==> config.mk <==
export PLATFORM = sky130hd
export DESIGN_NAME = pixel_dispatcher_flat
export DESIGN_NICKNAME = d
export VERILOG_FILES = /design/src/rtl/pixel_dispatcher_pkg.sv /design/src/rtl/pixel_dispatcher_if.sv /design/src/rtl/pixel_dispatcher_rr_arbiter.sv /design/src/rtl/pixel_dispatcher.sv /design/src/flat_wrapper.sv
export SDC_FILE = /design/constraint.sdc
export NUM_CORES = 1
export LEC_CHECK = 0
export CORE_UTILIZATION = 50
export DETAILED_ROUTE_END_ITERATION = 12
export PLACE_DENSITY = 0.76
export SYNTH_ARGS = -nofsm -noshare
export SYNTH_HDL_FRONTEND = slang
export SYNTH_SLANG_ARGS = --single-unit
==> constraint.sdc <==
create_clock -name clk -period 7.65 [get_ports clk]
set_clock_uncertainty 0.2 [all_clocks]
set_input_delay 1.9125 -clock clk [delete_from_list [all_inputs] [get_ports clk]]
set_output_delay 1.9125 -clock clk [all_outputs]
set_load 0.005 [all_outputs]
==> src/rtl/pixel_dispatcher_pkg.sv <==
// Shared types and helpers for the pixel dispatcher.
//   top_state_t  : frame sequencing FSM states
//   slot_state_t : per-engine slot lifecycle
//   coord_t      : (x,y) pixel coordinate at the default widths
//   rr_next      : round-robin pointer advance (granted index + 1, mod n)
package dispatcher_pkg;

    localparam int NUM_ENGINES_D   = 5;
    localparam int SCREEN_WIDTH_D  = 640;
    localparam int SCREEN_HEIGHT_D = 480;
    localparam int XW_D            = 10;
    localparam int YW_D            = 9;
    localparam int DEPTH_W_D       = 10;

    typedef enum logic [1:0] {S_IDLE, S_RUN, S_DRAIN, S_DONE} top_state_t;
    typedef enum logic [1:0] {FREE, RUN, HOLD} slot_state_t;

    typedef struct packed {
        logic [XW_D-1:0] x;
        logic [YW_D-1:0] y;
    } coord_t;

    function automatic int rr_next(input int idx, input int n);
        return (idx + 1 >= n) ? 0 : idx + 1;
    endfunction

endpackage

==> src/rtl/pixel_dispatcher_if.sv <==
// Pixel write port between the dispatcher and the frame buffer writer.
//   pix_valid/pix_ready : valid/ready handshake
//   pix_x/pix_y         : pixel coordinate
//   pix_depth           : depth result for that pixel
// master = dispatcher side, slave = frame buffer writer side.
interface pixel_dispatcher_if #(
    parameter int XW      = 10,
    parameter int YW      = 9,
    parameter int DEPTH_W = 10
);
    logic               pix_valid;
    logic               pix_ready;
    logic [XW-1:0]      pix_x;
    logic [YW-1:0]      pix_y;
    logic [DEPTH_W-1:0] pix_depth;

    modport master (output pix_valid, pix_x, pix_y, pix_depth, input pix_ready);
    modport slave  (input pix_valid, pix_x, pix_y, pix_depth, output pix_ready);
endinterface

==> src/rtl/pixel_dispatcher_rr_arbiter.sv <==
// Combinational round-robin arbiter. Searches req upward from ptr
// (wrapping) and grants the first set bit. The pointer lives in the parent.
//   req       : request vector
//   ptr       : search start index (< N)
//   grant     : one-hot grant
//   grant_idx : index of the granted bit
//   any       : at least one request present
module rr_arbiter #(
    parameter int N  = 5,
    parameter int PW = (N > 1) ? $clog2(N) : 1
) (
    input  logic [N-1:0]  req,
    input  logic [PW-1:0] ptr,
    output logic [N-1:0]  grant,
    output logic [PW-1:0] grant_idx,
    output logic          any
);
    always_comb begin : p_arb
        int idx;
        idx       = 0;
        grant     = '0;
        grant_idx = '0;
        any       = 1'b0;
        for (int k = 0; k < N; k++) begin
            idx = (int'(ptr) + k) % N;
            if (!any && req[idx]) begin
                any        = 1'b1;
                grant[idx] = 1'b1;
                grant_idx  = PW'(idx);
            end
        end
    end
endmodule

==> src/rtl/pixel_dispatcher.sv <==
// Frame scheduler sharing a pool of depth engines. Walks (x,y) in raster
// order, dispatches each job to a free engine slot, captures the engine's
// depth result and round-robins results onto one valid/ready pixel port.
//   clk, reset          : clock, async active-high reset
//   frame_start         : request a frame (honoured only in S_IDLE)
//   frame_busy          : frame in progress (S_RUN/S_DRAIN)
//   frame_done          : one-cycle pulse in S_DONE
//   eng_start/x/y       : per-engine start pulse and job coordinate
//   eng_done/eng_depth  : per-engine completion and result
//   pix                 : pixel write port (master)
//   err_spurious        : sticky, eng_done on a slot that was not running
module pixel_dispatcher
    import dispatcher_pkg::*;
#(
    parameter int NUM_ENGINES   = NUM_ENGINES_D,
    parameter int SCREEN_WIDTH  = SCREEN_WIDTH_D,
    parameter int SCREEN_HEIGHT = SCREEN_HEIGHT_D,
    parameter int XW            = XW_D,
    parameter int YW            = YW_D,
    parameter int DEPTH_W       = DEPTH_W_D
) (
    input  logic                                 clk,
    input  logic                                 reset,
    input  logic                                 frame_start,
    output logic                                 frame_busy,
    output logic                                 frame_done,
    output logic [NUM_ENGINES-1:0]               eng_start,
    output logic [NUM_ENGINES-1:0][XW-1:0]       eng_x,
    output logic [NUM_ENGINES-1:0][YW-1:0]       eng_y,
    input  logic [NUM_ENGINES-1:0]               eng_done,
    input  logic [NUM_ENGINES-1:0][DEPTH_W-1:0]  eng_depth,
    pixel_dispatcher_if.master                   pix,
    output logic                                 err_spurious
);
    localparam int PW = (NUM_ENGINES > 1) ? $clog2(NUM_ENGINES) : 1;

    top_state_t  state, state_nx;
    slot_state_t slot_st [NUM_ENGINES];

    logic [NUM_ENGINES-1:0][DEPTH_W-1:0] slot_depth;
    logic [XW-1:0] jx;
    logic [YW-1:0] jy;
    logic [PW-1:0] disp_ptr, coll_ptr, disp_idx, coll_idx;
    logic [NUM_ENGINES-1:0] free_req, run_req, hold_req, disp_gnt, coll_gnt;
    logic disp_any, coll_any, dispatch, last_job, load_en, load;

    always_comb begin
        free_req = '0;
        run_req  = '0;
        hold_req = '0;
        for (int i = 0; i < NUM_ENGINES; i++) begin
            free_req[i] = (slot_st[i] == FREE);
            run_req[i]  = (slot_st[i] == RUN);
            hold_req[i] = (slot_st[i] == HOLD);
        end
    end

    rr_arbiter #(.N(NUM_ENGINES), .PW(PW)) u_disp_arb (
        .req(free_req), .ptr(disp_ptr), .grant(disp_gnt), .grant_idx(disp_idx), .any(disp_any)
    );

    rr_arbiter #(.N(NUM_ENGINES), .PW(PW)) u_coll_arb (
        .req(hold_req), .ptr(coll_ptr), .grant(coll_gnt), .grant_idx(coll_idx), .any(coll_any)
    );

    assign dispatch = (state == S_RUN) && disp_any;
    assign last_job = (jx == XW'(SCREEN_WIDTH - 1)) && (jy == YW'(SCREEN_HEIGHT - 1));
    // Output register refills when empty or being drained this cycle.
    assign load_en  = !pix.pix_valid || pix.pix_ready;
    assign load     = load_en && coll_any;

    // Frame sequencing FSM
    always_ff @(posedge clk or posedge reset) begin
        if (reset) state <= S_IDLE;
        else       state <= state_nx;
    end

    always_comb begin
        state_nx = state;
        case (state)
            S_IDLE:  if (frame_start) state_nx = S_RUN;
            S_RUN:   if (dispatch && last_job) state_nx = S_DRAIN;
            S_DRAIN: if ((&free_req) && !pix.pix_valid) state_nx = S_DONE;
            S_DONE:  state_nx = S_IDLE;
            default: state_nx = S_IDLE;
        endcase
    end

    always_ff @(posedge clk or posedge reset) begin
        if (reset) begin
            frame_busy <= 1'b0;
            frame_done <= 1'b0;
        end else begin
            frame_busy <= (state_nx == S_RUN) || (state_nx == S_DRAIN);
            frame_done <= (state_nx == S_DONE);
        end
    end

    // Job counter, dispatch pointer and start pulses
    always_ff @(posedge clk or posedge reset) begin
        if (reset) begin
            jx        <= '0;
            jy        <= '0;
            disp_ptr  <= '0;
            eng_start <= '0;
        end else begin
            eng_start <= dispatch ? disp_gnt : '0;
            if (state == S_IDLE && frame_start) begin
                jx <= '0;
                jy <= '0;
            end else if (dispatch && !last_job) begin
                if (jx == XW'(SCREEN_WIDTH - 1)) begin
                    jx <= '0;
                    jy <= jy + 1'b1;
                end else begin
                    jx <= jx + 1'b1;
                end
            end
            if (dispatch) disp_ptr <= PW'(rr_next(int'(disp_idx), NUM_ENGINES));
        end
    end

    // Slot lifecycle. Each transition depends only on the slot's current
    // state, so dispatch, capture and release never collide on one slot; a
    // slot released this cycle is only seen as FREE from the next cycle.
    always_ff @(posedge clk or posedge reset) begin
        if (reset) begin
            for (int i = 0; i < NUM_ENGINES; i++) slot_st[i] <= FREE;
            eng_x        <= '0;
            eng_y        <= '0;
            slot_depth   <= '0;
            err_spurious <= 1'b0;
        end else begin
            err_spurious <= err_spurious | (|(eng_done & ~run_req));
            for (int i = 0; i < NUM_ENGINES; i++) begin
                case (slot_st[i])
                    FREE: if (dispatch && disp_gnt[i]) begin
                        slot_st[i] <= RUN;
                        eng_x[i]   <= jx;
                        eng_y[i]   <= jy;
                    end
                    RUN: if (eng_done[i]) begin
                        slot_st[i]    <= HOLD;
                        slot_depth[i] <= eng_depth[i];
                    end
                    HOLD: if (load && coll_gnt[i]) slot_st[i] <= FREE;
                    default: slot_st[i] <= FREE;
                endcase
            end
        end
    end

    // Single-entry output register; fields only change on a load, so they
    // stay stable under backpressure.
    always_ff @(posedge clk or posedge reset) begin
        if (reset) begin
            pix.pix_valid <= 1'b0;
            pix.pix_x     <= '0;
            pix.pix_y     <= '0;
            pix.pix_depth <= '0;
            coll_ptr      <= '0;
        end else if (load_en) begin
            pix.pix_valid <= coll_any;
            if (coll_any) begin
                pix.pix_x     <= eng_x[coll_idx];
                pix.pix_y     <= eng_y[coll_idx];
                pix.pix_depth <= slot_depth[coll_idx];
                coll_ptr      <= PW'(rr_next(int'(coll_idx), NUM_ENGINES));
            end
        end
    end

endmodule

==> src/flat_wrapper.sv <==
// flat-port wrapper written by rule: the top's interface ports become plain ports
module pixel_dispatcher_flat import dispatcher_pkg::*;
#(
    parameter int NUM_ENGINES   = NUM_ENGINES_D,
    parameter int SCREEN_WIDTH  = SCREEN_WIDTH_D,
    parameter int SCREEN_HEIGHT = SCREEN_HEIGHT_D,
    parameter int XW            = XW_D,
    parameter int YW            = YW_D,
    parameter int DEPTH_W       = DEPTH_W_D
)
  (clk, reset, frame_start, frame_busy, frame_done, eng_start, eng_x, eng_y, eng_done, eng_depth, err_spurious, pix_pix_valid, pix_pix_x, pix_pix_y, pix_pix_depth, pix_pix_ready);
  pixel_dispatcher_if #(.XW(XW), .YW(YW), .DEPTH_W(DEPTH_W)) pix_i ();
  input  logic clk;
  input  logic reset;
  input  logic frame_start;
  output logic frame_busy;
  output logic frame_done;
  output logic [NUM_ENGINES-1:0] eng_start;
  output logic [NUM_ENGINES-1:0][XW-1:0] eng_x;
  output logic [NUM_ENGINES-1:0][YW-1:0] eng_y;
  input  logic [NUM_ENGINES-1:0] eng_done;
  input  logic [NUM_ENGINES-1:0][DEPTH_W-1:0] eng_depth;
  output logic err_spurious;
  output wire logic [$bits(pix_i.pix_valid)-1:0] pix_pix_valid;
  output wire logic [$bits(pix_i.pix_x)-1:0] pix_pix_x;
  output wire logic [$bits(pix_i.pix_y)-1:0] pix_pix_y;
  output wire logic [$bits(pix_i.pix_depth)-1:0] pix_pix_depth;
  input wire logic [$bits(pix_i.pix_ready)-1:0] pix_pix_ready;
  assign pix_pix_valid = pix_i.pix_valid;
  assign pix_pix_x = pix_i.pix_x;
  assign pix_pix_y = pix_i.pix_y;
  assign pix_pix_depth = pix_i.pix_depth;
  assign pix_i.pix_ready = pix_pix_ready;
  pixel_dispatcher #(.NUM_ENGINES(NUM_ENGINES), .SCREEN_WIDTH(SCREEN_WIDTH), .SCREEN_HEIGHT(SCREEN_HEIGHT), .XW(XW), .YW(YW), .DEPTH_W(DEPTH_W)) u_core (.clk(clk), .reset(reset), .frame_start(frame_start), .frame_busy(frame_busy), .frame_done(frame_done), .eng_start(eng_start), .eng_x(eng_x), .eng_y(eng_y), .eng_done(eng_done), .eng_depth(eng_depth), .pix(pix_i), .err_spurious(err_spurious));
endmodule
==> impl_results.html, run 1 <==
<table>
<tr><th>Metric</th><th>Value</th></tr>
<tr><th colspan="2">Place</th></tr>
<tr><td>Placer Congestion</td><td>around 0.93</td></tr>
<tr><td>Number of buffers added on ports</td><td>about 190</td></tr>
<tr><td>Estimated wirelength of the detail-placed design</td><td>30.53 mm</td></tr>
<tr><th colspan="2">Clock network</th></tr>
<tr><td>Clock net sink count</td><td>between 200 and 250</td></tr>
<tr><td>Source-to-sink clock delay at the later pin of the worst-skew pair</td><td>between 500 and 600 ps</td></tr>
<tr><td>CTS Buf Count</td><td>23</td></tr>
<tr><td>Quantity of hold-fixing buffers added after cts</td><td>0</td></tr>
<tr><td>Post-CTS repair timing setup buffer count</td><td>0</td></tr>
<tr><td>CTS root buf</td><td>clkbuf_16</td></tr>
<tr><td>Clock transition at the register clock pins on the worst setup and hold paths after CTS</td><td>~60 ps</td></tr>
<tr><td>Total of cells resized after clock tree synthesis</td><td>0</td></tr>
<tr><td>TritonCTS clock tree</td><td>built</td></tr>
<tr><td># H-tree levels</td><td>1</td></tr>
<tr><td>Number of buffers on the longest clock path</td><td>3</td></tr>
<tr><th colspan="2">Synthesis</th></tr>
<tr><td>Post-synth ARST share</td><td>1.000</td></tr>
<tr><td>Number of instances in the synthesized netlist</td><td>around 1.4k</td></tr>
<tr><td>#FFs+latches synth</td><td>220</td></tr>
<tr><td>Mean area per synthesized cell</td><td>10.29 um^2</td></tr>
<tr><td>Distinct cell type count of the synthesized netlist</td><td>approximately 110</td></tr>
<tr><td>Post-synthesis net count</td><td>between 1.5k and 2k</td></tr>
<tr><td>Most area-hungry cell type in the Yosys netlist</td><td>dfrtp_1</td></tr>
<tr><td>Synthesis Warnings</td><td>0</td></tr>
<tr><td>Leading post-synthesis cells by cell area</td><td>dfrtp_1 (37%), mux2_4 (5.6%), ha_1 (5.2%)</td></tr>
<tr><td>Ys flop type</td><td>dfrtp_1</td></tr>
<tr><td>Most frequent cell after synthesis</td><td>dfrtp_1</td></tr>
<tr><td>Most frequent cells after synthesis</td><td>dfrtp_1 (220), nand2_1 (81), nor2_1 (70), mux2_2 (64), ha_1 (61)</td></tr>
<tr><td>Proportion of netlist area held by the largest area contributor</td><td>0.3746</td></tr>
<tr><td>Number of enable flip-flop cells after synthesis</td><td>0</td></tr>
<tr><td>Register area share after synthesis</td><td>0.3746</td></tr>
<tr><td>Netlist area before placement</td><td>between 10000 and 15000 um^2</td></tr>
<tr><th colspan="2">Global route</th></tr>
<tr><td>First-pass GRT wire length</td><td>~69 mm</td></tr>
<tr><td>Global-route usage over all layers</td><td>0.2833</td></tr>
<tr><td>Pin count of the biggest net entering global routing</td><td>153</td></tr>
<tr><td>Via count of the first global-routing pass</td><td>12.24k</td></tr>
<tr><td>Antenna violations before repair</td><td>0</td></tr>
<tr><td>Sum of overflow across all layers after global routing</td><td>0</td></tr>
<tr><th colspan="2">Timing</th></tr>
<tr><td>Actual transition at the worst max-transition pin</td><td>approximately 1000 ps</td></tr>
<tr><td>Pins over their slew limit</td><td>0</td></tr>
<tr><td>Final hold violations</td><td>0</td></tr>
<tr><td>Setup repair after global routing missed its margin</td><td>false</td></tr>
<tr><td>Fin Setup TNS</td><td>0 ps</td></tr>
<tr><td>Shortest period the worst path allows</td><td>6572 ps</td></tr>
<tr><td>Number of setup violations in the final report</td><td>0</td></tr>
<tr><td>Upper clock frequency limit</td><td>~150 MHz</td></tr>
<tr><td>Slew HR</td><td>0.2942</td></tr>
<tr><td>Final worst path period share</td><td>0.8591</td></tr>
<tr><th colspan="2">Critical path</th></tr>
<tr><td>Last element of the critical path</td><td>u_core.eng_x[28]$_DFFE_PP0P_</td></tr>
<tr><td>Maximum fanout count along the critical path</td><td>21</td></tr>
<tr><td>Register-to-register setup slack</td><td>about 1100 ps</td></tr>
<tr><td>Worst reg2reg startpoint</td><td>u_core.disp_ptr[1]$_DFFE_PP0P_</td></tr>
<tr><td>Worst Reg2Reg Path Length in Cells</td><td>19</td></tr>
<tr><td>Crit-path leading delay family</td><td>compound AO/OA/AOI/OAI gates</td></tr>
<tr><td>Kind of capture point of the worst setup path</td><td>flop</td></tr>
<tr><td>Critical path class</td><td>flop to flop</td></tr>
<tr><td>Cells along the critical path</td><td>inv_1 &gt; ha_1 &gt; inv_1 &gt; ha_1 &gt; inv_1 &gt; ha_1 &gt; nor3_4 &gt; nor2_1 &gt; xnor2_1 &gt; ha_1 &gt; nand2b_1 &gt; a21oi_2 &gt; mux2_2 &gt; mux4_2 &gt; o21ai_1 &gt; or3_1 &gt; o41ai_2 &gt; o21a_2 &gt; mux2_2</td></tr>
<tr><td>Critical path depth in cells</td><td>19</td></tr>
<tr><td>CP max-delay cell</td><td>o21a_2</td></tr>
<tr><td>R2r endpoint</td><td>u_core.eng_x[28]$_DFFE_PP0P_</td></tr>
<tr><td>Crit path from</td><td>u_core.disp_ptr[1]$_DFFE_PP0P_</td></tr>
<tr><td>Data arrival time of the critical path</td><td>6770 ps</td></tr>
<tr><td>Delay contributed by the slowest stage of the critical path</td><td>slightly below 700 ps</td></tr>
<tr><td>Count of buffer and inverter cells on the critical path</td><td>3</td></tr>
<tr><td>Most common cell on crit path</td><td>ha_1</td></tr>
<tr><td>Required time at the endpoint of the critical path</td><td>a little under 8000 ps</td></tr>
<tr><td>Kind of start point of the critical path</td><td>flop</td></tr>
<tr><th colspan="2">Floorplanning</th></tr>
<tr><td>Area of the die</td><td>between 30000 and 40000 um^2</td></tr>
<tr><td>Effective utilization at floorplan</td><td>0.5107</td></tr>
<tr><td>Core Area</td><td>28780 um^2</td></tr>
<tr><td>Horizontal die dimension</td><td>between 150 and 200 um</td></tr>
<tr><td>Die height</td><td>approximately 170 um</td></tr>
<tr><td>Std-Cell Rows</td><td>62</td></tr>
<tr><td>Top-level port count</td><td>192</td></tr>
<tr><th colspan="2">Layout</th></tr>
<tr><td>Fraction of final layout cells sized beyond drive strength 1</td><td>0.1560</td></tr>
<tr><td>Post-synthesis to final-layout area growth</td><td>20.45%</td></tr>
<tr><td>Layout Nets</td><td>roughly 1.7k</td></tr>
<tr><td>Total inserted antenna cells</td><td>0</td></tr>
<tr><th colspan="2">Detailed routing</th></tr>
<tr><td>Detailed-route via count</td><td>12.50k</td></tr>
<tr><td>Pre-antenna DRT Iters</td><td>5</td></tr>
<tr><td>DRC violation count after routing</td><td>0</td></tr>
<tr><td>Number of nets with antenna violations after routing</td><td>0</td></tr>
<tr><td>Average wire per cell in the routed design</td><td>around 22 um</td></tr>
<tr><td>Via density per instance</td><td>6.292</td></tr>
<tr><td>Wire length after detailed routing</td><td>around 44 mm</td></tr>
<tr><td>Violation count after the first detailed-route iteration</td><td>around 1.0k</td></tr>
<tr><th colspan="2">Status</th></tr>
<tr><td>Result of the run</td><td>finished, final reports clean</td></tr>
<tr><th colspan="2">Hold path</th></tr>
<tr><td>Worst hold path type</td><td>flop to flop</td></tr>
<tr><td>Hold wc startpoint</td><td>u_core.slot_depth[40]$_DFFE_PP0P_</td></tr>
<tr><th colspan="2">Job</th></tr>
<tr><td>Max-cap violations</td><td>0</td></tr>
</table>
## placed cells by master (no fill, tap or decap), drive strengths merged, types with 10 or more instances in the layout
master           n
or2             10
and3            16
xnor2           21
nand4           11
nor2b           13
nor3            20
nand2           82
nand3           38
or3             23
nor2            72
a21oi           53
nand2b          55
mux2i           52
ha              61
o211ai          17
o22ai           32
and2            36
o21ai           69
buf             28
inv             43
o21a            12
mux2           148
clkbuf          29
dfrtp          220
a221oi          35
a211oi          37
o31ai           12
nor4            15
clkdlybuf4s50  191
## stage by stage
| step | area, um^2 | setup slack, ps | util | std cells | hold slack (ps) |
|---|---|---|---|---|---|
| 3_5_place_dp | 16860 | 1128 | 0.5858 | 1945 | 284.9 |
| 2_1_floorplan | 14700 | 1307 | - | 1428 | 269.9 |
| 5_1_grt | 17700 | 685.5 | 0.6151 | 1987 | 317.4 |
| 6_report | 17700 | 1078 | 0.6151 | 1987 | 294.4 |
| 4_1_cts | 17700 | 1124 | 0.6151 | 1987 | 298.5 |
| 3_3_place_gp | 16860 | 1297 | 0.5858 | 1945 | 279.0 |
## metal layers
layer	vias to the layer above	routed length, um	GRT usage
li1	5634	-	-
met3	101	2722	0.03399
met4	0	1605	0.1010
met1	6202	18780	0.3820
met2	566	20730	0.4695
met5	-	0	0
## sequential cells by signal, summed over array words and instances, names as in the netlist, 2 cells and up
register,flops
u_core.coll_ptr,3
u_core.jy,9
u_core.disp_ptr,3
u_core.jx,10
u_core.slot_st,10
u_core.slot_depth,50
u_core.pix.pix_x,10
u_core.state,2
u_core.eng_x,50
u_core.pix.pix_depth,10
u_core.pix.pix_y,9
u_core.eng_start,5
u_core.eng_y,45
## final cells by class
cell class | count | area (um^2)
Sequential cell | 220 | 5505
Fill cell | 2322 | 11080
Tap cell | 384 | 480.5
Clock inverter | 13 | 205.2
Timing Repair Buffer | 219 | 2160
Inverter | 47 | 181.4
Clock buffer | 29 | 638.1
Multi-Input combinational cell | 1075 | 8533
## cells by family (layout without fill, tap and decap cells)
| logic type | count (synthesis) | in the layout | share of synthesized area |
|---|---|---|---|
| AO/OA/AOI/OAI | 368 | 368 | 0.1860 |
| XOR/XNOR | 28 | 28 | 0.02000 |
| adder cells (fa/ha/maj) | 62 | 62 | 0.05269 |
| buffers and inverters | 133 | 308 | 0.04716 |
| flip-flops | 220 | 220 | 0.3746 |
| multiplexers | 201 | 201 | 0.1661 |
| AND/OR/NAND/NOR | 416 | 416 | 0.1535 |
## worst reg2reg max path, stage by stage, from the launching register on
cell      delay (ps)
dfrtp_1          550
inv_1            360
ha_1             320
inv_1             90
ha_1             440
inv_1            130
ha_1             250
nor3_4           230
nor2_1           120
xnor2_1          360
ha_1             310
nand2b_1          90
a21oi_2          240
mux2_2           410
mux4_2           230
o21ai_1          100
or3_1            580
o41ai_2          350
o21a_2           690
mux2_2           410
## worst min-delay path by stage
stage / to / cells after the start / slack (ps)
global placement: u_core.slot_depth[47]$_DFFE_PP0P_ / 1 / 280
detailed placement: u_core.slot_depth[44]$_DFFE_PP0P_ / 1 / 280
global route: u_core.slot_depth[21]$_DFFE_PP0P_ / 1 / 320
finish: u_core.slot_depth[40]$_DFFE_PP0P_ / 1 / 290
CTS: u_core.slot_depth[44]$_DFFE_PP0P_ / 1 / 300
floorplan: u_core.slot_depth[49]$_DFFE_PP0P_ / 1 / 270
Power of run 1 is not shown: default switching activity piles up to over one toggle a cycle in this logic, so the estimate is an artifact.
==> run 2, diff against run 1 <==
CORE_ASPECT_RATIO = 0.75   (was default)
SYNTH_HIERARCHICAL = 1   (was default)
==> run 2 against run 1 <==
Against the previous run: first-iteration DRC count up 49%; largest cell class unchanged; hold slack worse by 40 ps; register-to-register slack got worse by 430 ps; routed wire length about the same; count of clock-buffer cells in the layout is 7 lower; critical endpoint is now u_core/pix.pix_x[1]$_DFFE_PP0P_; sequential share of layout area rose by 0.32 points; synthesized area decreased by 0.98%.
==> impl_results.html, run 2 <==
<table>
<tr><th>Metric</th><th>Value</th></tr>
<tr><th colspan="2">Synthesis</th></tr>
<tr><td>Xor-xnor portion of the synthesized cell area</td><td>0.01676 (was 0.02001)</td></tr>
<tr><td>#FFs+latches synth</td><td>220 (unchanged)</td></tr>
<tr><td>Most frequent cell after synthesis</td><td>dfrtp_1 (unchanged)</td></tr>
<tr><td>Most frequent cells after synthesis</td><td>dfrtp_1 (220), mux2_2 (149), nor2_1 (135), nand2_1 (95), ha_1 (62) (was dfrtp_1 (220), nand2_1 (81), nor2_1 (70), mux2_2 (64), ha_1 (61))</td></tr>
<tr><td>Mean area per synthesized cell</td><td>10.18 um^2 (was 10.29 um^2)</td></tr>
<tr><td>Post-synthesis net count</td><td>1551 (was 1548)</td></tr>
<tr><td>Ys flop type</td><td>dfrtp_1 (unchanged)</td></tr>
<tr><td>Synthesis Warnings</td><td>6 (was 0)</td></tr>
<tr><td>Leading post-synthesis cells by cell area</td><td>dfrtp_1 (38%), mux2_2 (12%), ha_1 (5.3%) (was dfrtp_1 (37%), mux2_4 (5.6%), ha_1 (5.2%))</td></tr>
<tr><td>Synth Area in Simple Gates</td><td>0.1720 (was 0.1535)</td></tr>
<tr><td>Largest family of logic cells by synthesized area</td><td>multiplexers (was compound AO/OA/AOI/OAI gates)</td></tr>
<tr><td>Netlist area before placement</td><td>14550 um^2 (was 14700 um^2)</td></tr>
<tr><td>Register area share after synthesis</td><td>0.3783 (was 0.3746)</td></tr>
<tr><td>Post-synth ARST share</td><td>1.000 (unchanged)</td></tr>
<tr><td>Complex-gate fraction of the synthesized area</td><td>0.1559 (was 0.1860)</td></tr>
<tr><td>Proportion of netlist area held by the largest area contributor</td><td>0.3783 (was 0.3746)</td></tr>
<tr><td>Number of instances in the synthesized netlist</td><td>1430 (was 1428)</td></tr>
<tr><td>Post-synthesis share of cell area spent on full adders, half adders and majority gates</td><td>0.05330 (was 0.05269)</td></tr>
<tr><td>Most area-hungry cell type in the Yosys netlist</td><td>dfrtp_1 (unchanged)</td></tr>
<tr><td>Number of enable flip-flop cells after synthesis</td><td>0 (unchanged)</td></tr>
<tr><td>Distinct cell type count of the synthesized netlist</td><td>111 (unchanged)</td></tr>
<tr><td>Mux cell area share after synthesis</td><td>0.1774 (was 0.1661)</td></tr>
<tr><th colspan="2">Global route</th></tr>
<tr><td>Global-route usage over all layers</td><td>0.2944 (was 0.2833)</td></tr>
<tr><td>Sum of overflow across all layers after global routing</td><td>0 (unchanged)</td></tr>
<tr><td>Pin count of the biggest net entering global routing</td><td>127 (was 153)</td></tr>
<tr><td>Antenna violations before repair</td><td>1 (was 0)</td></tr>
<tr><td>Via count of the first global-routing pass</td><td>12.17k (was 12.24k)</td></tr>
<tr><td>First-pass GRT wire length</td><td>68.57 mm (was 68.50 mm)</td></tr>
<tr><th colspan="2">Timing</th></tr>
<tr><td>Upper clock frequency limit</td><td>142.8 MHz (was 152.2 MHz)</td></tr>
<tr><td>WHS</td><td>254.1 ps (was 294.4 ps)</td></tr>
<tr><td>Fin Setup TNS</td><td>0 ps (unchanged)</td></tr>
<tr><td>Setup repair after global routing missed its margin</td><td>false (unchanged)</td></tr>
<tr><td>Slew HR</td><td>0.3919 (was 0.2942)</td></tr>
<tr><td>Final hold violations</td><td>0 (unchanged)</td></tr>
<tr><td>Pins over their slew limit</td><td>0 (unchanged)</td></tr>
<tr><td>Number of setup violations in the final report</td><td>0 (unchanged)</td></tr>
<tr><td>Final worst path period share</td><td>0.9152 (was 0.8591)</td></tr>
<tr><td>Shortest period the worst path allows</td><td>7002 ps (was 6572 ps)</td></tr>
<tr><td>Actual transition at the worst max-transition pin</td><td>902.7 ps (was 1032 ps)</td></tr>
<tr><th colspan="2">Critical path</th></tr>
<tr><td>Critical path class</td><td>flop to flop (unchanged)</td></tr>
<tr><td>Maximum fanout count along the critical path</td><td>34 (was 21)</td></tr>
<tr><td>Cells along the critical path</td><td>inv_1 &gt; ha_1 &gt; inv_1 &gt; ha_1 &gt; inv_1 &gt; ha_1 &gt; or3_1 &gt; a21oi_1 &gt; or2_2 &gt; ha_1 &gt; nand2b_1 &gt; and3_4 &gt; o31ai_2 &gt; nor3_1 &gt; a211o_1 &gt; nand4bb_4 &gt; nand2b_1 &gt; a41oi_4 &gt; buf_12 &gt; mux4_2 &gt; a221oi_1 &gt; nor2_1 (was inv_1 &gt; ha_1 &gt; inv_1 &gt; ha_1 &gt; inv_1 &gt; ha_1 &gt; nor3_4 &gt; nor2_1 &gt; xnor2_1 &gt; ha_1 &gt; nand2b_1 &gt; a21oi_2 &gt; mux2_2 &gt; mux4_2 &gt; o21ai_1 &gt; or3_1 &gt; o41ai_2 &gt; o21a_2 &gt; mux2_2)</td></tr>
<tr><td>Count of buffer and inverter cells on the critical path</td><td>4 (was 3)</td></tr>
<tr><td>Required time at the endpoint of the critical path</td><td>7830 ps (was 7850 ps)</td></tr>
<tr><td>Data arrival time of the critical path</td><td>7180 ps (was 6770 ps)</td></tr>
<tr><td>Most common cell on crit path</td><td>ha_1 (unchanged)</td></tr>
<tr><td>Crit-path leading delay family</td><td>simple AND/OR/NAND/NOR gates (was compound AO/OA/AOI/OAI gates)</td></tr>
<tr><td>Kind of start point of the critical path</td><td>flop (unchanged)</td></tr>
<tr><td>Kind of capture point of the worst setup path</td><td>flop (unchanged)</td></tr>
<tr><td>Delay contributed by the slowest stage of the critical path</td><td>550 ps (was 690 ps)</td></tr>
<tr><td>CP max-delay cell</td><td>mux4_2 (was o21a_2)</td></tr>
<tr><th colspan="2">Clock network</th></tr>
<tr><td>CTS root buf</td><td>clkbuf_16 (unchanged)</td></tr>
<tr><td>CTS Buf Count</td><td>21 (was 23)</td></tr>
<tr><td>TritonCTS clock tree</td><td>built (unchanged)</td></tr>
<tr><td>Clock transition at the register clock pins on the worst setup and hold paths after CTS</td><td>70 ps (was 60 ps)</td></tr>
<tr><td>Quantity of hold-fixing buffers added after cts</td><td>0 (unchanged)</td></tr>
<tr><td>Source-to-sink clock delay at the later pin of the worst-skew pair</td><td>500 ps (was 520 ps)</td></tr>
<tr><td>Clock net sink count</td><td>220 (unchanged)</td></tr>
<tr><td># H-tree levels</td><td>1 (unchanged)</td></tr>
<tr><td>Number of buffers on the longest clock path</td><td>3 (unchanged)</td></tr>
<tr><td>Total of cells resized after clock tree synthesis</td><td>0 (unchanged)</td></tr>
<tr><td>Post-CTS repair timing setup buffer count</td><td>0 (unchanged)</td></tr>
<tr><th colspan="2">Job</th></tr>
<tr><td>Max-cap violations</td><td>0 (unchanged)</td></tr>
<tr><th colspan="2">Floorplanning</th></tr>
<tr><td>Die height</td><td>149.8 um (was 173.5 um)</td></tr>
<tr><td>Area of the die</td><td>29800 um^2 (was 30080 um^2)</td></tr>
<tr><td>Core Area</td><td>28320 um^2 (was 28780 um^2)</td></tr>
<tr><td>Effective utilization at floorplan</td><td>0.5140 (was 0.5107)</td></tr>
<tr><td>Std-Cell Rows</td><td>53 (was 62)</td></tr>
<tr><td>Top-level port count</td><td>192 (unchanged)</td></tr>
<tr><td>Horizontal die dimension</td><td>199.0 um (was 173.5 um)</td></tr>
<tr><th colspan="2">Layout</th></tr>
<tr><td>Post-synthesis to final-layout area growth</td><td>20.39% (was 20.45%)</td></tr>
<tr><td>Fraction of final layout cells sized beyond drive strength 1</td><td>0.1944 (was 0.1560)</td></tr>
<tr><td>Final standard cell area without fillers</td><td>17520 um^2 (was 17700 um^2)</td></tr>
<tr><td>Leading registers by flop count</td><td>u_core/eng_x x50, u_core/slot_depth x50, u_core/eng_y x45 (was u_core.eng_x x50, u_core.slot_depth x50, u_core.eng_y x45)</td></tr>
<tr><td>Highest-count cells in the layout ignoring fill and taps</td><td>dfrtp_1 (220), clkdlybuf4s50_1 (191), mux2_2 (149) (was dfrtp_1 (220), clkdlybuf4s50_1 (191), nand2_1 (81))</td></tr>
<tr><td>Layout Nets</td><td>1701 (was 1706)</td></tr>
<tr><td>Most common library cell in the layout ignoring fill and taps</td><td>dfrtp_1 (unchanged)</td></tr>
<tr><td>Fill cell total of the finished layout</td><td>2269 (was 2322)</td></tr>
<tr><td>Share of the core filled with cells</td><td>0.6188 (was 0.6151)</td></tr>
<tr><th colspan="2">Detailed routing</th></tr>
<tr><td>Detailed-route via count</td><td>12.35k (was 12.50k)</td></tr>
<tr><td>Pre-antenna DRT Iters</td><td>5 (unchanged)</td></tr>
<tr><td>Number of nets with antenna violations after routing</td><td>0 (unchanged)</td></tr>
<tr><td>DRC violation count after routing</td><td>0 (unchanged)</td></tr>
<tr><td>Via density per instance</td><td>6.232 (was 6.292)</td></tr>
<tr><td>Violation count after the first detailed-route iteration</td><td>1532 (was 1031)</td></tr>
<tr><td>Average wire per cell in the routed design</td><td>22.13 um (was 22.06 um)</td></tr>
<tr><td>Wire length after detailed routing</td><td>43.83 mm (was 43.84 mm)</td></tr>
<tr><th colspan="2">Place</th></tr>
<tr><td>Cell area after placement</td><td>16740 um^2 (was 16860 um^2)</td></tr>
<tr><td>Number of buffers added on ports</td><td>191 (unchanged)</td></tr>
<tr><td>Estimated wirelength of the detail-placed design</td><td>30.84 mm (was 30.53 mm)</td></tr>
<tr><td>Placer Congestion</td><td>0.9416 (was 0.9301)</td></tr>
<tr><th colspan="2">Status</th></tr>
<tr><td>Result of the run</td><td>finished, final reports clean (unchanged)</td></tr>
<tr><th colspan="2">Hold path</th></tr>
<tr><td>Worst hold path type</td><td>flop to flop (unchanged)</td></tr>
</table>
## run 2: cell types whose count changed after synthesis, moves of 26 or more
cell	before	now
nand2b_1	55	24
mux2_2	64	149
mux2i_1	50	24
mux4_2	1	29
mux2_4	55	0
and2_1	35	9
mux2_1	29	1
nor2_1	70	135
## run 2: stage by stage
step,setup slack (ps),cells
finish,648.4,1981
global route,239.0,1980
CTS,750.4,1980
detailed placement,759.7,1942
global placement,1059,1942
floorplan,874.0,1430
## run 2: layer usage
layer  global-route usage  vias to the layer above  part of all wire
met4              0.08038                        2             0.026
met3              0.05161                       82             0.077
li1                     -                     5614                 -
met1               0.4292                     6050              0.45
met2               0.4495                      597              0.44
met5             0.001684                        -           0.00030
## run 2: worst reg2reg max path: cells and delay by family (launching register included)
family	cells	cell delay (ps)
buffers and inverters	4	830
AO/OA/AOI/OAI	5	1620
AND/OR/NAND/NOR	8	1920
flip-flops	1	370
adder cells (fa/ha/maj)	4	1330
multiplexers	1	610
## run 2: kinds of logic (layout without fill, tap and decap cells)
| logic type | Yosys count | in the layout |
|---|---|---|
| and+or+nand+nor | 470 | 470 |
| buffers and inverters | 143 | 308 |
| other | 0 | 1 |
| adders and majority gates | 62 | 62 |
| DFF | 220 | 220 |
| muxes | 203 | 203 |
| xor gates and xnor gates | 27 | 27 |
| AOI/OAI and AO/OA | 305 | 305 |
## run 2: final timing paths
path,end,cells past startpoint,startpoint,slack (ps)
min in group asynchronous,u_core/slot_depth[45]$_DFFE_PP0P_,2,reset,1660
max in group asynchronous,u_core/eng_x[29]$_DFFE_PP0P_,3,reset,4320
worst max-delay path,u_core/pix.pix_x[1]$_DFFE_PP0P_,22,u_core/coll_ptr[1]$_DFFE_PP0P_,650
worst min register to register,u_core/slot_st[4]$_DFFE_PP0P_,1,u_core/slot_st[5]$_DFFE_PP0P_,250
worst max register to register,u_core/pix.pix_x[1]$_DFFE_PP0P_,22,u_core/coll_ptr[1]$_DFFE_PP0P_,650
worst min-delay path,u_core/slot_st[4]$_DFFE_PP0P_,1,u_core/slot_st[5]$_DFFE_PP0P_,250
## run 2: area by class of cell
type | count | area [um^2] | area share
antenna | 1 | 2.502 | 0.0001428
clock buffer | 22 | 529.3 | 0.03021
clock inverter | 16 | 250.2 | 0.01428
inverter | 56 | 214.0 | 0.01221
multi-input combinational | 1067 | 8417 | 0.4804
sequential | 220 | 5505 | 0.3142
tap | 385 | 481.7 | 0.02749
timing repair buffer | 214 | 2122 | 0.1211
Power of run 2 is left out for the same reason.
==> run 3, diff against run 2 <==
CORE_UTILIZATION = 45   (was 50)
PLACE_DENSITY = 0.67   (was 0.76)
clock period = 8.05 ns   (was 7.65 ns; I/O delays follow)
==> run 3 against run 2 <==
Against the previous run: register-to-register slack gained 140 ps; cell area is essentially flat; fmax shrank 3.6%; largest cell class unchanged; highest routed layer is now met4; first-iteration DRC count shrank 36%; routed wire length grew 0.14%; critical path depth grew 2; core utilization shrank 6.3 points; flip-flop and latch count is the same; setup slack gained 140 ps; non-clock buffer count shrank 1; via count shrank 1.7%; critical path type unchanged; global-route usage shrank 3.2 points.
==> impl_results.html, run 3 (synthesis results as in run 2) <==
<table>
<tr><th>Metric</th><th>Value</th></tr>
<tr><th colspan="2">Status</th></tr>
<tr><td>Result of the run</td><td>finished, final reports clean (unchanged)</td></tr>
<tr><th colspan="2">Clock network</th></tr>
<tr><td>Quantity of hold-fixing buffers added after cts</td><td>0 (unchanged)</td></tr>
<tr><td>Number of buffers on the longest clock path</td><td>3 (unchanged)</td></tr>
<tr><td>Post-CTS repair timing setup buffer count</td><td>0 (unchanged)</td></tr>
<tr><td>Clock net sink count</td><td>220 (unchanged)</td></tr>
<tr><td># H-tree levels</td><td>1 (unchanged)</td></tr>
<tr><td>Clock transition at the register clock pins on the worst setup and hold paths after CTS</td><td>70 ps (about the same)</td></tr>
<tr><td>TritonCTS clock tree</td><td>built (unchanged)</td></tr>
<tr><td>Source-to-sink clock delay at the later pin of the worst-skew pair</td><td>510 ps (was 500 ps)</td></tr>
<tr><td>CTS root buf</td><td>clkbuf_16 (unchanged)</td></tr>
<tr><td>CTS Buf Count</td><td>21 (unchanged)</td></tr>
<tr><td>Total of cells resized after clock tree synthesis</td><td>0 (unchanged)</td></tr>
<tr><th colspan="2">Detailed routing</th></tr>
<tr><td>Via density per instance</td><td>6.062 (was 6.232)</td></tr>
<tr><td>Average wire per cell in the routed design</td><td>21.94 um (was 22.13 um)</td></tr>
<tr><td>Pre-antenna DRT Iters</td><td>5 (unchanged)</td></tr>
<tr><td>DRC violation count after routing</td><td>0 (unchanged)</td></tr>
<tr><td>Detailed-route via count</td><td>12.13k (was 12.35k)</td></tr>
<tr><td>Wire length after detailed routing</td><td>43.89 mm (was 43.83 mm)</td></tr>
<tr><td>Violation count after the first detailed-route iteration</td><td>984 (was 1532)</td></tr>
<tr><td>Number of nets with antenna violations after routing</td><td>0 (unchanged)</td></tr>
<tr><th colspan="2">Floorplanning</th></tr>
<tr><td>Horizontal die dimension</td><td>209.7 um (was 199.0 um)</td></tr>
<tr><td>Std-Cell Rows</td><td>56 (was 53)</td></tr>
<tr><td>Core Area</td><td>31530 um^2 (was 28320 um^2)</td></tr>
<tr><td>Area of the die</td><td>33070 um^2 (was 29800 um^2)</td></tr>
<tr><td>Effective utilization at floorplan</td><td>0.4616 (was 0.5140)</td></tr>
<tr><td>Top-level port count</td><td>192 (unchanged)</td></tr>
<tr><td>Die height</td><td>157.7 um (was 149.8 um)</td></tr>
<tr><th colspan="2">Layout</th></tr>
<tr><td>Most common library cell in the layout ignoring fill and taps</td><td>dfrtp_1 (unchanged)</td></tr>
<tr><td>Layout Nets</td><td>1700 (was 1701)</td></tr>
<tr><td>Fraction of final layout cells sized beyond drive strength 1</td><td>0.1911 (was 0.1944)</td></tr>
<tr><td>Leading registers by flop count</td><td>u_core/eng_x x50, u_core/slot_depth x50, u_core/eng_y x45 (unchanged)</td></tr>
<tr><td>Highest-count cells in the layout ignoring fill and taps</td><td>dfrtp_1 (220), clkdlybuf4s50_1 (191), mux2_2 (149) (unchanged)</td></tr>
<tr><td>Post-synthesis to final-layout area growth</td><td>20.38% (was 20.39%)</td></tr>
<tr><td>Fill cell total of the finished layout</td><td>2749 (was 2269)</td></tr>
<tr><th colspan="2">Timing</th></tr>
<tr><td>Pins over their slew limit</td><td>0 (unchanged)</td></tr>
<tr><td>Final hold violations</td><td>0 (unchanged)</td></tr>
<tr><td>Actual transition at the worst max-transition pin</td><td>975.1 ps (was 902.7 ps)</td></tr>
<tr><td>Upper clock frequency limit</td><td>137.6 MHz (was 142.8 MHz)</td></tr>
<tr><td>Slew HR</td><td>0.3500 (was 0.3919)</td></tr>
<tr><td>Setup repair after global routing missed its margin</td><td>false (unchanged)</td></tr>
<tr><td>Fin Setup TNS</td><td>0 ps (unchanged)</td></tr>
<tr><td>Number of setup violations in the final report</td><td>0 (unchanged)</td></tr>
<tr><td>Final worst path period share</td><td>0.9025 (was 0.9152)</td></tr>
<tr><td>Shortest period the worst path allows</td><td>7266 ps (was 7002 ps)</td></tr>
<tr><th colspan="2">Hold path</th></tr>
<tr><td>Hold Crit Depth</td><td>1 (unchanged)</td></tr>
<tr><td>Worst hold path type</td><td>flop to flop (unchanged)</td></tr>
<tr><td>Destination of the worst hold path</td><td>u_core/slot_st[8]$_DFFE_PP0P_ (was u_core/slot_st[4]$_DFFE_PP0P_)</td></tr>
<tr><td>Hold wc startpoint</td><td>u_core/slot_st[9]$_DFFE_PP0P_ (was u_core/slot_st[5]$_DFFE_PP0P_)</td></tr>
<tr><th colspan="2">Global route</th></tr>
<tr><td>Antenna violations before repair</td><td>3 (was 1)</td></tr>
<tr><td>Sum of overflow across all layers after global routing</td><td>0 (unchanged)</td></tr>
<tr><td>Via count of the first global-routing pass</td><td>11.66k (was 12.17k)</td></tr>
<tr><td>Global-route usage over all layers</td><td>0.2624 (was 0.2944)</td></tr>
<tr><td>Pin count of the biggest net entering global routing</td><td>181 (was 127)</td></tr>
<tr><td>First-pass GRT wire length</td><td>67.96 mm (was 68.57 mm)</td></tr>
<tr><th colspan="2">Critical path</th></tr>
<tr><td>Data arrival time of the critical path</td><td>7440 ps (was 7180 ps)</td></tr>
<tr><td>Critical path class</td><td>flop to flop (unchanged)</td></tr>
<tr><td>Maximum fanout count along the critical path</td><td>20 (was 34)</td></tr>
<tr><td>Register-to-register setup slack</td><td>780 ps (was 650 ps)</td></tr>
<tr><td>Kind of start point of the critical path</td><td>flop (unchanged)</td></tr>
<tr><td>Worst Reg2Reg Path Length in Cells</td><td>24 (was 22)</td></tr>
<tr><td>R2r endpoint</td><td>u_core/pix.pix_depth[4]$_DFFE_PP0P_ (was u_core/pix.pix_x[1]$_DFFE_PP0P_)</td></tr>
<tr><td>Worst reg2reg startpoint</td><td>u_core/coll_ptr[1]$_DFFE_PP0P_ (unchanged)</td></tr>
<tr><td>Required time at the endpoint of the critical path</td><td>8220 ps (was 7830 ps)</td></tr>
<tr><td>Kind of capture point of the worst setup path</td><td>flop (unchanged)</td></tr>
<tr><th colspan="2">Place</th></tr>
<tr><td>Placer Congestion</td><td>0.9302 (was 0.9416)</td></tr>
<tr><td>Number of buffers added on ports</td><td>191 (unchanged)</td></tr>
<tr><td>Estimated wirelength of the detail-placed design</td><td>31.44 mm (was 30.84 mm)</td></tr>
<tr><th colspan="2">Job</th></tr>
<tr><td>Max-cap violations</td><td>0 (unchanged)</td></tr>
</table>
## run 3: area by class of cell
cell class / count / area [um^2] / share of cell area
Multi-Input combinational cell: 1067 / 8416 / 0.4803
Sequential cell: 220 / 5505 / 0.3142
Timing Repair Buffer: 213 / 2102 / 0.1200
Clock buffer: 28 / 601.8 / 0.03435
Tap cell: 406 / 508.0 / 0.02899
Inverter: 56 / 214.0 / 0.01221
Clock inverter: 7 / 163.9 / 0.009355
Antenna cell: 4 / 10.01 / 0.0005713
## run 3: worst max path at each step
stage,start,endpoint,slack [ps],cells past startpoint
2_1_floorplan,u_core/coll_ptr[1]$_DFFE_PP0P_,u_core/pix.pix_x[0]$_DFFE_PP0P_,1270,27
3_3_place_gp,u_core/coll_ptr[1]$_DFFE_PP0P_,u_core/pix.pix_depth[0]$_DFFE_PP0P_,1180,24
3_5_place_dp,u_core/coll_ptr[1]$_DFFE_PP0P_,u_core/pix.pix_depth[0]$_DFFE_PP0P_,910,24
4_1_cts,u_core/coll_ptr[1]$_DFFE_PP0P_,u_core/pix.pix_depth[4]$_DFFE_PP0P_,840,24
5_1_grt,u_core/coll_ptr[1]$_DFFE_PP0P_,u_core/pix.pix_depth[0]$_DFFE_PP0P_,220,24
6_report,u_core/coll_ptr[1]$_DFFE_PP0P_,u_core/pix.pix_depth[4]$_DFFE_PP0P_,780,24
## run 3: per-layer routing
| layer | vias to the layer above | global-route usage | part of all wire |
|---|---|---|---|
| met4 | 0 | 0.05666 | 0.018 |
| met1 | 5980 | 0.3914 | 0.48 |
| met2 | 474 | 0.3949 | 0.43 |
| met3 | 50 | 0.04801 | 0.073 |
| li1 | 5626 | - | - |
| met5 | - | 0 | 0 |
## run 3: stage by stage
| step | area, um^2 | cells | hold WS [ps] | util | setup WS, ps |
|---|---|---|---|---|---|
| final | 17520 | 2001 | 274.8 | 0.5557 | 784.5 |
| after global routing | 17510 | 1998 | 288.3 | 0.5554 | 216.9 |
| after CTS | 17510 | 1997 | 278.6 | 0.5554 | 841.6 |
| after detailed placement | 16740 | 1962 | 266.2 | 0.5311 | 909.4 |
| after global placement | 16740 | 1962 | 258.0 | 0.5311 | 1184 |
| after floorplan | 14560 | 1430 | 232.2 | - | 1274 |
## run 3: critical path: stages (launching register included)
cell	delay (ps)
dfrtp_1	360
buf_4	200
inv_1	290
ha_1	210
buf_4	170
inv_1	60
ha_1	440
inv_1	200
ha_1	310
or3_1	480
a21oi_1	270
or2_2	210
ha_1	300
nand2b_1	180
and3_4	240
o31ai_2	430
nor3_1	160
a211o_1	330
nand4bb_4	290
nand2b_1	230
a41oi_4	230
buf_4	370
mux4_2	560
a221oi_1	320
nor2_1	80
Power of run 3 is left out for the same reason.
